## config.mk

```make
export PLATFORM = sky130hd
export DESIGN_NAME = alarm_pattern_gen
export DESIGN_NICKNAME = d
export VERILOG_FILES = /design/src/rtl/alarm_pattern_gen.sv
export SDC_FILE = /design/constraint.sdc
export NUM_CORES = 1
export LEC_CHECK = 0
export CORE_UTILIZATION = 45
export CTS_CLUSTER_DIAMETER = 120
export DETAILED_ROUTE_END_ITERATION = 10
export GPL_TIMING_DRIVEN = 1
export HOLD_SLACK_MARGIN = 0.15
export SKIP_LAST_GASP = 1
export SLEW_MARGIN = 15
export SYNTH_ARGS = -nofsm -noshare
export SYNTH_HDL_FRONTEND = slang
export SYNTH_SLANG_ARGS = --single-unit
```

## constraint.sdc

```tcl
create_clock -name CLK -period 3.8 [get_ports CLK]
set_clock_uncertainty 0.1 [all_clocks]
set_input_delay 1.14 -clock CLK [delete_from_list [all_inputs] [get_ports CLK]]
set_output_delay 1.14 -clock CLK [all_outputs]
set_load 0.1 [all_outputs]
```

## src/rtl/alarm_pattern_gen.sv

```systemverilog
`default_nettype none
// alarm_pattern_gen: piezo tone driver with continuous, repeating-beep and counted-burst modes.
// Revision 1.0
module alarm_pattern_gen #(
  parameter int TONE_HALF = 25000,
  parameter int BEEP_ON   = 25000000,
  parameter int BEEP_OFF  = 25000000,
  parameter int CNT_W     = 26,
  parameter int COUNT_W   = 4
) (
  input  logic               CLK,
  input  logic               RST_N,
  input  logic               enable,
  input  logic [1:0]         mode,
  input  logic               start,
  input  logic [COUNT_W-1:0] beep_count,
  output logic               BUZZER,
  output logic               active,
  output logic               done
);

  typedef enum logic [1:0] {
    IDLE = 2'd0,
    ON   = 2'd1,
    OFF  = 2'd2
  } state_t;

  localparam logic [1:0]         MODE_REPEAT = 2'd1;
  localparam logic [1:0]         MODE_BURST  = 2'd2;
  localparam logic [CNT_W-1:0]   CNT_ONE     = CNT_W'(1);
  localparam logic [CNT_W-1:0]   TONE_LAST   = CNT_W'(TONE_HALF - 1);
  localparam logic [CNT_W-1:0]   ON_LAST     = CNT_W'(BEEP_ON - 1);
  localparam logic [CNT_W-1:0]   OFF_LAST    = CNT_W'(BEEP_OFF - 1);
  localparam logic [COUNT_W-1:0] REM_ONE     = COUNT_W'(1);

  state_t             state, state_nxt;
  logic [CNT_W-1:0]   tone_cnt, tone_nxt;
  logic [CNT_W-1:0]   phase_cnt, phase_nxt;
  logic [COUNT_W-1:0] remaining, remaining_nxt;
  logic [1:0]         mode_q, mode_nxt;
  logic               buzzer_nxt, done_nxt;

  logic gated;
  logic tone_wrap, on_last, off_last, last_beep;

  // Modes 0 and 3 sound continuously; only 1 and 2 run the on/off phase counter.
  assign gated     = (mode_q == MODE_REPEAT) || (mode_q == MODE_BURST);
  assign tone_wrap = (tone_cnt == TONE_LAST);
  assign on_last   = (phase_cnt == ON_LAST);
  assign off_last  = (phase_cnt == OFF_LAST);
  assign last_beep = (remaining == REM_ONE);

  always_ff @(posedge CLK or negedge RST_N) begin
    if (!RST_N) begin
      state     <= IDLE;
      tone_cnt  <= '0;
      phase_cnt <= '0;
      remaining <= '0;
      mode_q    <= '0;
      BUZZER    <= 1'b0;
      active    <= 1'b0;
      done      <= 1'b0;
    end else begin
      state     <= state_nxt;
      tone_cnt  <= tone_nxt;
      phase_cnt <= phase_nxt;
      remaining <= remaining_nxt;
      mode_q    <= mode_nxt;
      BUZZER    <= buzzer_nxt;
      active    <= (state_nxt != IDLE);
      done      <= done_nxt;
    end
  end

  always_comb begin
    state_nxt     = state;
    tone_nxt      = tone_cnt;
    phase_nxt     = phase_cnt;
    remaining_nxt = remaining;
    mode_nxt      = mode_q;
    buzzer_nxt    = BUZZER;
    done_nxt      = 1'b0;

    case (state)
      IDLE: begin
        tone_nxt   = '0;
        phase_nxt  = '0;
        buzzer_nxt = 1'b0;
        if (enable) begin
          if (mode != MODE_BURST) begin
            mode_nxt  = mode;
            state_nxt = ON;
          end else if (start) begin
            mode_nxt      = mode;
            remaining_nxt = beep_count;
            if (beep_count == '0) begin
              done_nxt = 1'b1;
            end else begin
              state_nxt = ON;
            end
          end
        end
      end

      ON: begin
        if (!enable) begin
          state_nxt     = IDLE;
          tone_nxt      = '0;
          phase_nxt     = '0;
          remaining_nxt = '0;
          buzzer_nxt    = 1'b0;
        end else begin
          if (tone_wrap) begin
            tone_nxt   = '0;
            buzzer_nxt = ~BUZZER;
          end else begin
            tone_nxt = tone_cnt + CNT_ONE;
          end

          if (gated) begin
            if (on_last) begin
              // Leaving ON: silence the pin and rewind the tone for the next entry.
              phase_nxt  = '0;
              tone_nxt   = '0;
              buzzer_nxt = 1'b0;
              state_nxt  = OFF;
              if (mode_q == MODE_BURST) begin
                remaining_nxt = remaining - REM_ONE;
                if (last_beep) begin
                  state_nxt = IDLE;
                  done_nxt  = 1'b1;
                end
              end
            end else begin
              phase_nxt = phase_cnt + CNT_ONE;
            end
          end
        end
      end

      OFF: begin
        buzzer_nxt = 1'b0;
        tone_nxt   = '0;
        if (!enable) begin
          state_nxt     = IDLE;
          phase_nxt     = '0;
          remaining_nxt = '0;
        end else if (off_last) begin
          phase_nxt = '0;
          state_nxt = ON;
        end else begin
          phase_nxt = phase_cnt + CNT_ONE;
        end
      end

      default: begin
        state_nxt     = IDLE;
        tone_nxt      = '0;
        phase_nxt     = '0;
        remaining_nxt = '0;
        buzzer_nxt    = 1'b0;
      end
    endcase
  end

endmodule
`default_nettype wire
```

## After elaboration in Yosys (flattened, before gate mapping)

Index checks and enable logic that the tools add are counted.

| word-level totals | value |
|---|---|
| bits in registers | 63 |
| input port bits | 10 |
| logic and storage cells | 82 |

| cells by class | value |
|---|---|
| add/subtract/negate cells | 3 |
| equal/unequal tests | 15 |
| muxes and demuxes | 48 |
| bitwise logic cells | 1 |
| reductions and logical operators | 7 |

Operator list:

| cell | count |
|---|---|
| $mux 26 | 9 |
| $add 26x1->26 const B | 2 |
| $pmux 26 s2 | 1 |
| $mux 4 | 8 |
| $eq 26x15->1 const B | 1 |
| $eq 26x25->1 const B | 1 |
| $mux 2 | 13 |
| $mux 1 | 14 |
| $pmux 4 s3 | 1 |
| $ne 2x2->1 const B | 5 |
| $ne 3x3->1 const B | 3 |
| $reduce_and 7->1 | 1 |
| $pmux 2 s3 | 1 |
| $eq 2x1->1 const B | 2 |
| $eq 2x2->1 const B | 2 |
| $eq 4x1->1 const B | 1 |
| $logic_not 4->1 | 1 |
| $reduce_bool 2->1 | 2 |
| $sub 4x1->4 const B | 1 |
| $reduce_and 3->1 | 1 |
| $logic_not 2->1 | 1 |
| $pmux 1 s2 | 1 |
| $logic_or 1x1->1 | 1 |
| $not 1->1 | 1 |

## Longest topological paths before layout

Gate-level depths: netlist (run 1).

| logic depth | value |
|---|---|
| depth after elaboration | 8 |
| depth in mapped cells | 9 |

## Least setup slack after synthesis (run 1)

Ideal clock, no wire load.

| path | value |
|---|---|
| path type | input port to flip-flop |
| start | input enable |
| end | register phase_cnt[25] |
| arrival time | 2.473 ns |
| data required time | 3.581 ns |
| path slack | 1.108 ns |
| stages | 7 |
| path buffers | 2 |
| path through | and3_1 > buf_6 > or4_4 > buf_6 > nor4_4 > xnor2_1 > nor2_1 |

| between the ends | value |
|---|---|
| word-level cells in the longest chain between the ends | 2 |

RTL lines:

| item | RTL line | source |
|---|---|---|
| from (decl) | 13 | `input logic enable,` |
| $mux 26 (on tied branches) | 144, 106 |  |
| $pmux 26 s2 | 84 | `case (state)` |
| to (signal assigned) | 66 | `phase_cnt <= phase_nxt;` |
| to (decl) | 38 | `logic [CNT_W-1:0] phase_cnt, phase_nxt;` |

Parallel ways exist; a longest one is shown, timed or not.
A chain may end at the register's enable or synchronous reset.

## Worst setup path in the final report (run 1)

| path | value |
|---|---|
| start | input enable |
| end | register phase_cnt[23] |

The elaborated chain is that of the path after synthesis.

==> key figures, run 1 <==
Critical path
  – R2r endpoint: tone_cnt[21]
  – FF-to-FF setup slack: 1130 ps
  – Arrival @ worst endpoint: 2950 ps
  – Critical Path Start Type: input port
  – Reg2reg start: phase_cnt[7]
  – Reg2Reg Depth: 5
  – Setup CP Type: in2reg
  – Worst Path Max Fanout: 10
  – Critical path required time: 3930 ps
  – CP Capture Type: flop

Clock network
  – Num Clock Sinks: 63
  – TritonCTS clock tree: built
  – Post_cts resized: 0
  – Root buffer cell: clkbuf_8
  – Clk slew on worst S/H paths: 70 ps
  – Post CTS Setup Buffer Count: 0
  – Clk_lat worst skew: 350 ps
  – Deepest clock path buffer count: 2
  – Number of CTS-inserted buffers: 9
  – H-tree Lvls: 3
  – Hold_buf cts: 0

Logic synthesis
  – Yosys reg bits: 63
  – Ys flop type: dfrtp_1
  – Biggest area consumer among synthesized cells: dfrtp_1
  – Synth warn: 0
  – Post-synthesis async set-or-reset flop share: 100%
  – Post-synth top area share: 43.6%
  – Post-synth cell types: 59
  – Post-synth EDFFs: 0
  – Area contributors post-synth: dfrtp_1 (44%), xnor2_1 (6.8%), nor2_1 (6.4%), xor2_1 (3.6%), nand2_1 (3.4%)
  – Post-Syn Area per Cell: 9.57 um^2
  – Syn Inst Count: 378
  – Sequential share of the synthesized area: 43.6%
  – Net Count, Synth: 397
  – Post-Syn Area: 0.00362 mm^2

Global route
  – Vias in the first global route: 2626
  – Total gr overflow: 0
  – Pin count of the biggest net entering global routing: 64
  – All-layer global routing usage: 18.6%
  – Initial antenna violation count: 0
  – First-pass GRT wire length: 12.4 mm

Placement
  – Post-DP HPWL: 4.84 mm
  – Area after detailed placement: 0.00379 mm^2
  – Place WS: 612 ps
  – RD Place Congestion: 0.752
  – Port buffer count: 12
  – DP Cell Count: 482

Die
  – Die Height: 91.7 um
  – # IOs: 13
  – Starting density of the core: 46.6%
  – Core ar.: 0.00777 mm^2
  – Die area: 0.00840 mm^2
  – Die Wd: 91.7 um
  – Number of cell rows: 32

Run
  – Maximum Capacitance Violations: 0

STA
  – Fmax: 354 MHz
  – WHS: 370 ps
  – Max-slew violation count: 0
  – Max transition margin: 42.4%
  – Final worst-path cycle share: 74.2%
  – Final min period: 2820 ps
  – Worst-margin pin slew: 864 ps
  – # setup viols final: 0
  – Final Hold Viols: 0
  – RSZ-0062 raised after global routing: no
  – Final worst setup slack: 979 ps
  – Setup TNS Final: 0 ps

Power
  – Peak VDD IR: 0.200 mV
  – Total Power: 1.80 mW
  – PD cells: 454 mW/mm^2
  – Leak: 1.59 nW

Final layout
  – Non-Filler Instances: 498
  – Commonest cells after routing, fill and taps aside: dfrtp_1 (63), nor2_1 (62), nand2_1 (33)
  – Share of layout cells above drive strength 1: 10.9%
  – Area grow syn2layout: 9.72%
  – Post-route cell area: 0.00397 mm^2
  – Diode count: 0
  – Fillers: 741
  – Commonest non-fill, non-tap cell in the layout: dfrtp_1
  – Nets: 410
  – Utilization after layout: 51.1%

Route
  – TritonRoute pass-1 iters: 4
  – Routed wire length: 7.07 mm
  – Wire length per cell: 14.2 um
  – Vias per Instance: 5.35
  – Vias: 2664
  – DRC errors left: 0
  – Violation count after the first detailed-route iteration: 67
  – Antenna Nets Post-Route: 0

Min path
  – Hold endpoint: tone_cnt[0]
  – Hold WC Path Type: reg2reg
  – Hold depth: 1
  – Hold Path Origin: tone_cnt[0]

Status
  – Status: finished, final reports clean
[critical path, cell delays in order]
cell and delay (ps):
clkdlybuf4s50_1 420, and3_1 300, or4_4 650, nor4_2 240, xnor2_1 160, nor2_1 50
[how the worst max path moves through the flow]
stage | start | endpoint | cells past startpoint
after floorplan | enable | phase_cnt[25] | 7
final | enable | phase_cnt[23] | 6
after global routing | phase_cnt[7] | tone_cnt[5] | 5
after CTS | enable | tone_cnt[10] | 6
after detailed placement | enable | tone_cnt[10] | 6
after global placement | enable | phase_cnt[25] | 6
[final cells by class]
type / count / area (um^2) / share of cell area, %
sequential: 63 / 1580 / 39.7
timing repair buffer: 16 / 138 / 3.47
clock buffer: 10 / 138 / 3.47
tap: 102 / 128 / 3.22
inverter: 12 / 45.0 / 1.13
clock inverter: 6 / 45.0 / 1.13
multi-input combinational: 289 / 1900 / 47.9
[cell usage after synthesis (3+ instances only)]
| master | n |
|---|---|
| nand4_1 | 15 |
| nor3_2 | 3 |
| o22a_1 | 4 |
| inv_1 | 12 |
| and2_1 | 4 |
| or4_1 | 4 |
| nor2_1 | 62 |
| nor3b_1 | 4 |
| nand3_1 | 17 |
| and3_1 | 7 |
| ha_1 | 9 |
| nor4b_1 | 3 |
| nand2_1 | 33 |
| clkbuf_1 | 4 |
| dfrtp_1 | 63 |
| and4_1 | 6 |
| nor3_1 | 12 |
| nor4_1 | 10 |
| o21ai_0 | 3 |
| a21oi_1 | 7 |
| buf_6 | 4 |
| xnor2_1 | 28 |
| buf_4 | 3 |
| xor2_1 | 15 |
[sequential cells by signal, summed over array words and instances, names as in the netlist]
register	flops
done	1
tone_cnt	26
phase_cnt	26
state	2
BUZZER	1
active	1
remaining	4
mode_q	2
[cell families after synthesis]
family	synth area share (%)
xor gates and xnor gates	10.4
adders and majority gates	3.11
and+or+nand+nor	29.8
muxes	0.623
DFF	43.6
buffers and inverters	3.91
AOI/OAI and AO/OA	8.54
[metal layers]
metal / global-route usage, % / wire length [um] / up-vias
li1: - / - / 1367
met1: 25.1 / 3610 / 1267
met2: 29.1 / 3210 / 19
met3: 3.23 / 136 / 11
met4: 8.60 / 121 / 0
met5: 0 / 0 / -
[where the power goes]
group	total (mW)	leakage (nW)	internal, mW	switching [mW]
sequential	0.766	0.864	0.724	0.0417
clock	0.538	0.0849	0.256	0.282
combinational	0.499	0.642	0.173	0.326
No activity file was read; power rests on OpenSTA's default activity.
==> run 2: changes to the inputs <==
Clock period 3.8 ns to 2.4 ns, I/O delays scaled along.
==> run 2 against run 1 <==
  * Non-clock buffer count up 25
  * Sequential share of layout area down 2.0 points
  * Utilization up 2.7 points
  * First-iteration DRC count up 21%
  * Clock power up 54%
  * Worst setup slack worse by 920 ps
==> key figures, run 2 (synthesized netlist as in run 1, its figures left out) <==
Critical path
  – Worst Path Max Fanout: 2 (-8)
  – Critical Path Start Type: input port
  – CP Capture Type: flop
  – Critical path cell sequence: clkdlybuf4s50_1 -> or4_1 -> a21o_1 -> a31oi_1 -> a221oi_2 -> a221o_1
  – CP max stage cell: or4_1
  – Max stage delay on crit path: 540 ps (-110 ps)
  – Setup CP Type: in2reg
  – Arrival @ worst endpoint: 2460 ps (-490 ps)
  – Critical path required time: 2520 ps (-1410 ps)

Clock network
  – Clk slew on worst S/H paths: 80 ps (about the same)
  – Number of CTS-inserted buffers: 9 (unchanged)
  – Num Clock Sinks: 63 (unchanged)
  – H-tree Lvls: 3 (unchanged)
  – Deepest clock path buffer count: 2 (unchanged)
  – Post CTS Setup Buffer Count: 0 (unchanged)
  – Hold_buf cts: 0 (unchanged)
  – Post_cts resized: 0 (unchanged)
  – TritonCTS clock tree: built
  – Clk_lat worst skew: 350 ps (about the same)
  – Root buffer cell: clkbuf_8

STA
  – Final min period: 2340 ps
  – Final worst-path cycle share: 97.4%
  – # setup viols final: 0 (unchanged)
  – WHS: 184 ps (-185 ps)
  – Max transition margin: 69.6% (+27 points)
  – Setup TNS Final: 0 ps (unchanged)
  – Final Hold Viols: 0 (unchanged)
  – RSZ-0062 raised after global routing: no
  – Worst-margin pin slew: 452 ps (-412 ps)
  – Max-slew violation count: 0 (unchanged)
  – Final worst setup slack: 62.5 ps (-916 ps)
  – Fmax: 428 MHz

Global route
  – Total gr overflow: 0 (unchanged)
  – Pin count of the biggest net entering global routing: 33 (-48%)
  – All-layer global routing usage: 19.9% (+1.3 points)
  – Vias in the first global route: 2769 (+5.4%)
  – Initial antenna violation count: 0 (unchanged)
  – First-pass GRT wire length: 13.0 mm (+5.5%)

Placement
  – Post-DP HPWL: 5.55 mm (+15%)
  – Port buffer count: 12 (unchanged)
  – RD Place Congestion: 0.763 (+1.5%)
  – Area after detailed placement: 0.00400 mm^2 (+5.6%)
  – Place WS: -286 ps (-898 ps)
  – DP Cell Count: 507 (+5.2%)

Route
  – Vias: 2829 (+6.2%)
  – Vias per Instance: 5.41 (+1.1%)
  – Routed wire length: 7.58 mm (+7.2%)
  – Violation count after the first detailed-route iteration: 81 (+21%)
  – DRC errors left: 0 (unchanged)
  – TritonRoute pass-1 iters: 4 (unchanged)
  – Wire length per cell: 14.5 um (+2.1%)
  – Antenna Nets Post-Route: 0 (unchanged)

Power
  – PD cells: 712 mW/mm^2 (+57%)
  – Total Power: 2.98 mW (+65%)
  – Peak VDD IR: 0.261 mV (+31%)
  – Leak: 1.72 nW (+8.5%)

Final layout
  – Nets: 435 (+6.1%)
  – Share of layout cells above drive strength 1: 16.4% (+5.5 points)
  – Utilization after layout: 53.8% (+2.7 points)
  – Diode count: 0 (unchanged)
  – Area grow syn2layout: 15.5%
  – Non-Filler Instances: 523 (+5.0%)
  – Commonest non-fill, non-tap cell in the layout: dfrtp_1
  – Commonest cells after routing, fill and taps aside: dfrtp_1 (63), nor2_1 (62), nand2_1 (33)
  – Post-route cell area: 0.00418 mm^2 (+5.3%)
  – Biggest regs: phase_cnt (26), tone_cnt (26), remaining (4)
  – Fillers: 742 (+0.13%)

Die
  – Number of cell rows: 32 (unchanged)
  – Starting density of the core: 46.6% (unchanged)
  – # IOs: 13 (unchanged)
  – Die Height: 91.7 um (unchanged)
  – Core ar.: 0.00777 mm^2 (unchanged)
  – Die Wd: 91.7 um (unchanged)
  – Die area: 0.00840 mm^2 (unchanged)

Run
  – Maximum Capacitance Violations: 0 (unchanged)

Status
  – Status: finished, final reports clean

Min path
  – Hold WC Path Type: in2async
-- run 2: changes by cell type in the layout (fill, tap and decap cells not counted) --
cell	before	now
nor4_2	2	3
clkinv_4	1	2
nor4_1	10	9
clkbuf_8	10	9
buf_12	0	2
buf_4	7	30
clkinvlp_4	3	1
clkinv_2	1	3
-- run 2: cell type report --
| class | count | area, um^2 | area share, % |
|---|---|---|---|
| Multi-Input combinational cell | 289 | 1910 | 45.6 |
| Sequential cell | 63 | 1580 | 37.7 |
| Timing Repair Buffer | 41 | 350 | 8.39 |
| Tap cell | 102 | 128 | 3.05 |
| Clock buffer | 9 | 124 | 2.96 |
| Clock inverter | 7 | 48.8 | 1.17 |
| Inverter | 12 | 45.0 | 1.08 |
-- run 2: final timing paths --
kind / from / to / slack (ps) / cells past startpoint
setup / recovery: beep_count[1] / active / 60 / 6
hold / removal: RST_N / tone_cnt[16] / 180 / 1
setup reg to reg: phase_cnt[6] / active / 190 / 5
hold reg to reg: tone_cnt[0] / tone_cnt[0] / 360 / 1
max in group asynchronous: RST_N / phase_cnt[8] / 1440 / 2
min in group CLK: tone_cnt[0] / tone_cnt[0] / 360 / 1
-- run 2: critical path: cells and delay by family --
family | cells | cell delay (ps)
AO/OA/AOI/OAI | 4 | 780
buffers and inverters | 1 | 430
AND/OR/NAND/NOR | 1 | 540
-- run 2: routing by layer --
| metal | track usage [%] | part of all wire (%) | up-vias |
|---|---|---|---|
| met2 | 31.9 | 48 | 25 |
| met5 | 0 | 0 | - |
| met1 | 26.2 | 49 | 1372 |
| met4 | 6.75 | 1.1 | 0 |
| li1 | - | - | 1426 |
| met3 | 4.98 | 2.2 | 6 |
-- run 2: report_power, final --
part / leakage (nW) / total [mW] / internal [mW] / switching (mW)
logic: 0.772 / 0.932 / 0.380 / 0.551
clock network: 0.0894 / 0.827 / 0.375 / 0.452
registers: 0.864 / 1.22 / 1.15 / 0.0709
total: 1.72 / 2.98 / 1.90 / 1.07
==> patch 1, RTL diff (settings of run 1) <==
`COUNT_W`: 4 -> 5.
--- a/src/rtl/alarm_pattern_gen.sv
+++ b/src/rtl/alarm_pattern_gen.sv
@@ -6,7 +6,7 @@
   parameter int BEEP_ON   = 25000000,
   parameter int BEEP_OFF  = 25000000,
   parameter int CNT_W     = 26,
-  parameter int COUNT_W   = 4
+  parameter int COUNT_W   = 5
 ) (
   input  logic               CLK,
   input  logic               RST_N,
Interface: changed (resized beep_count); port bits go from 13 to 14. No check against the original RTL was run, so the function may have changed too.
==> patch 1 against run 1 <==
  * Sequential cell count rose by 1
  * Setup slack got worse by 290 ps
  * Global-route usage rose by 0.27 points
  * Combinational power rose by 11%
  * Cell area rose by 1.8%
  * Total power rose by 15%
  * Wire length fell by 0.85%
  * Synthesized area fell by 0.52%
  * Critical path type unchanged
==> patch 1: results (changes against run 1) <==
The run finished with clean final reports. The via count of the first global-routing pass came out at 2,698 (+2.7%). Total of cells resized after clock tree synthesis: 0 (unchanged). The async set-reset flop share out of synthesis is 100% (unchanged). For the initial antenna violation count, the log shows 0 (unchanged). The tools report the filler cell count as 716 (-3.4%).

The logs give 7010 um (-0.85%) for the detailed-route wire length and 44.5% (+0.92 points) for the fraction of the yosys area taken by sequential cells. The half-perimeter wire length after placement was 4820 um (-0.48%). For the number of setup buffers added after CTS, the log shows 0 (unchanged). The number of levels the H-tree was split into is 3 (unchanged). Buffer type at the clock tree root: clkbuf_8. The number of nets in the final layout was 424 (+3.4%); the pin count of the biggest net entering global routing was 65 (+1.6%). In the final layout, the registers with the most flip-flops are phase_cnt (26), tone_cnt (26), remaining (5).

The run gives 56 (-5.1%) as the distinct cell type count after synthesis. The tools report the data arrival time of the critical path as 3260 ps (+310 ps). The tools report the number of rows created at floorplan as 32 (unchanged). The run gives 3790 um^2 (about the same) as the total cell area at the placement stage. The share of the cycle needed by the critical path after routing is 81.8% (+7.6 points). The number of buffers inserted by port buffering was 13 (+1). The proportion of layout cells with a drive suffix above 1 is 8.80% (-2.1 points). The logs give 408 (+2.8%) for the net count after synthesis and 350 ps (about the same) for the insertion delay to the later sink of the worst-skew pair.

The global-route wire length before repair came out at 12,600 um (+2.2%). Sorting the synthesized cells by area gives the leading types as dfrtp_1 (45%), nor2_1 (7.2%), xor2_1 (5.4%), xnor2_1 (5.1%), nand2_1 (4.5%). For the worst-case setup slack after placement, the log shows 339 ps (-273 ps). The maximum resistive drop on vdd was 294 uV (+47%); the count of synthesis-stage warnings from yosys was 0 (unchanged). The standby leakage power came out at 1.68 nW (+5.5%). The total routing usage reported by global routing came out at 18.9% (+0.27 points).

The number of DRC violations after detailed-routing iteration 0 came out at 147 (+120%). The largest fanout of any net on the critical path was 8 (-2); the clock slew at the register clock pins of the worst setup and hold paths was 70 ps (about the same). The count of TritonRoute iterations in the first routing pass is 6 (+2), and the clock buffer count from CTS is 9 (unchanged).

The vias after detailed routing was 2,752 (+3.3%); the worst-case clock buffer depth was 2 (unchanged). For the antenna diode count, the log shows 0 (unchanged). The worst min-delay path category was reg -> reg. The global placement routability congestion was 0.841 (+12%). The tightest slew margin relative to the limit is 46.1% (+3.7 points).

By count the netlist is led by nor2_1 (69), dfrtp_1 (64), nand2_1 (43). Setup slack on the worst reg-to-reg path comes out at 1140 ps.
## patch 1: changes by cell type in the layout (fill, tap and decap cells not counted), sizes merged, moves of 4 or more
cell | before | now
nand2 | 33 | 43
nand3 | 17 | 25
nand4 | 17 | 10
nor2 | 62 | 70
nor3 | 15 | 7
nor3b | 5 | 0
o21ai | 4 | 8
or3 | 1 | 5
xnor2 | 28 | 21
xor2 | 15 | 22
## patch 1: logic make-up (layout without fill, tap and decap cells)
group                    after synthesis  count (layout)  synth area share [%]
multiplexers                           2               2                 0.591
buffers and inverters                 25              46                  3.76
AO/OA/AOI/OAI                         44              44                  8.76
XOR/XNOR                              43              43                  10.5
flip-flops                            64              64                  44.5
AND/OR/NAND/NOR                      201             201                  28.8
adder cells (fa/ha/maj)                9               9                  3.13
## patch 1: where the power goes
group	leakage, nW	total (mW)	internal (mW)	switching [mW]
combinational	0.678	0.552	0.196	0.356
clock	0.123	0.738	0.457	0.281
sequential	0.877	0.788	0.739	0.0493
total	1.68	2.08	1.39	0.686
## patch 1: worst paths after layout
check	from	endpoint	depth (start not counted)
worst max register to register	mode_q[1]$_DFFE_PN0P_	phase_cnt[16]$_DFFE_PN0N_	7
worst max-delay path	enable	phase_cnt[16]$_DFFE_PN0N_	7
max in group asynchronous	RST_N	phase_cnt[19]$_DFFE_PN0N_	2
worst min-delay path	tone_cnt[0]$_DFF_PN0_	tone_cnt[0]$_DFF_PN0_	1
min in group asynchronous	RST_N	tone_cnt[23]$_DFF_PN0_	2
worst min register to register	tone_cnt[0]$_DFF_PN0_	tone_cnt[0]$_DFF_PN0_	1
## patch 1: metrics by stage
stage               std cells  hold slack, ps  total power [mW]  util [%]
detailed placement        495             388              1.34      49.0
global placement          495             382              1.34      49.0
global route              511             429              2.20      52.3
floorplan                 388             350              1.23         -
finish                    511             393              2.08      52.3
CTS                       511             400              2.09      52.3
## patch 1: layout make-up
cell class	instances	area, um^2	area share, %
clock buffers	10	138	3.41
clock inverters	6	115	2.85
inverters	13	48.8	1.21
multi-input cells	299	1860	46.1
flip-flops and latches	64	1600	39.6
well taps	102	128	3.16
repair buffers	17	148	3.65
## patch 1: worst max-delay path, stage by stage
cell and delay (ps):
clkdlybuf4s50_1 430, and3_1 290, or3_4 470, nor3_4 240, nand3_1 130, or4b_1 470, o311ai_1 80
## patch 1: per-layer routing
metal / share of wire, % / track usage [%] / wire [um] / vias up
met5: 0 / 0 / 0 / -
met4: 1.3 / 4.76 / 89 / 0
met3: 3.2 / 5.44 / 224 / 8
met2: 45 / 29.6 / 3180 / 36
met1: 50 / 25.6 / 3520 / 1328
li1: - / - / - / 1380
==> patch 2, RTL diff (flow settings as in run 1) <==
Made on the original files. Remove the register `active`: a continuous assignment takes its place, so the output `active` follows one clock earlier.
--- a/src/rtl/alarm_pattern_gen.sv
+++ b/src/rtl/alarm_pattern_gen.sv
@@ -58,7 +58,6 @@
       remaining <= '0;
       mode_q    <= '0;
       BUZZER    <= 1'b0;
-      active    <= 1'b0;
       done      <= 1'b0;
     end else begin
       state     <= state_nxt;
@@ -67,10 +66,11 @@
       remaining <= remaining_nxt;
       mode_q    <= mode_nxt;
       BUZZER    <= buzzer_nxt;
-      active    <= (state_nxt != IDLE);
       done      <= done_nxt;
     end
   end
+
+  assign active = (state_nxt != IDLE);
 
   always_comb begin
     state_nxt     = state;
Function: changed (Yosys sat finds a counterexample within 4 cycles, from zero or initial values and one cycle with RST_N low).
==> patch 2 against run 1 <==
  * The run now ends with negative setup slack left
  * Combinational power increased by 18%
  * Via count increased by 5.9%
  * Core utilization increased by 2.2 points
  * Synthesized area decreased by 0.69%
  * Total power increased by 5.8%
  * Wire length increased by 5.8%
  * Setup slack got worse by 1200 ps
  * Largest power group unchanged
  * Fmax decreased by 29%
  * Sequential cell count decreased by 1
  * Cell area increased by 3.8%
==> patch 2: results (changes against run 1) <==
The run finished, with violations left. The checks that failed: negative setup slack. The transition time at the pin with the least slew margin is 895 ps (+31.3 ps).

The post-synthesis compound-gate area fraction works out to 8.60% (+0.060 points). By count the netlist is led by dfrtp_1 (62), nor2_1 (62), nand2_1 (33). The data arrival time of the critical path came out at 2750 ps (-200 ps).

Grouping stages by cell kind, the critical path spends the most delay in compound AO/OA/AOI/OAI gates. The run gives 1 (+1) as the final setup violation count. The tools report the number of setup buffers added after CTS as 1 (+1). Following the worst setup path forward leads to its endpoint at active. The worst reg-to-reg path cell count was 6 (+1); the maximum resistive drop on vdd was 268 uV (+34%).

The run gives -192 ps (-192 ps) as the setup TNS. The tools report the non-filler instance count after layout as 509 (+2.2%). The launching instance or port of the critical path is beep_count[3].

The largest stage delay on the critical path works out to 530 ps (-120 ps). The fraction of synthesized area in multiplexers is 0.627% (+0.0043 points). In the post-synthesis netlist, the biggest area contributors are dfrtp_1 (43%), xnor2_1 (6.8%), nor2_1 (6.5%), xor2_1 (3.7%), nand2_1 (3.4%).

The met1 wire length is 3690 um (+2.4%), and the parity-gate share of the synthesized area counting xor and xnor cells is 10.5% (+0.073 points). The vias after detailed routing was 2,822 (+5.9%). The tools report the via count of the first global-routing pass as 2,897 (+10%). Fraction of the yosys area taken by sequential cells: 43.2% (-0.39 points). The final worst setup slack was -192 ps (-1170 ps). Proportion of layout cells with a drive suffix above 1: 16.0% (+5.1 points).

The tools report the placed cell count as 493 (+2.3%). The global placement routability congestion is 0.809 (+7.6%), and the total met3 wirelength after detailed routing is 184 um (+35%). The total cell area at the placement stage is 3880 um^2 (+2.4%), and the register-to-register setup slack is 1000 ps (-130 ps). Global routing met2 resource utilization: 33.4% (+4.3 points). The run gives 4.02% (+0.79 points) as the met3 usage. The largest fanout of any net on the critical path works out to 2 (-8).
-- patch 2: cell count changes after synthesis --
cell and change:
dfrtp_1 -1
-- patch 2: layout make-up --
class,count,area (um^2)
Tap cell,102,128
Fill cell,731,3610
Timing Repair Buffer,29,245
Sequential cell,62,1550
Inverter,12,45.0
Clock buffer,10,138
Clock inverter,5,50.0
Multi-Input combinational cell,289,1960
-- patch 2: where the power goes --
| part | leakage (nW) | switching (mW) | total, mW | internal, mW |
|---|---|---|---|---|
| clock network | 0.102 | 0.253 | 0.566 | 0.312 |
| registers | 0.851 | 0.0448 | 0.753 | 0.709 |
| logic | 0.752 | 0.360 | 0.588 | 0.228 |
| total | 1.71 | 0.658 | 1.91 | 1.25 |
-- patch 2: worst register-to-register path: cells and delay by family, from the launching register on --
| kind | cells | cell delay, ps |
|---|---|---|
| buf+inv | 1 | 180 |
| compound gates | 1 | 400 |
| simple gates | 4 | 1550 |
| flops | 1 | 410 |
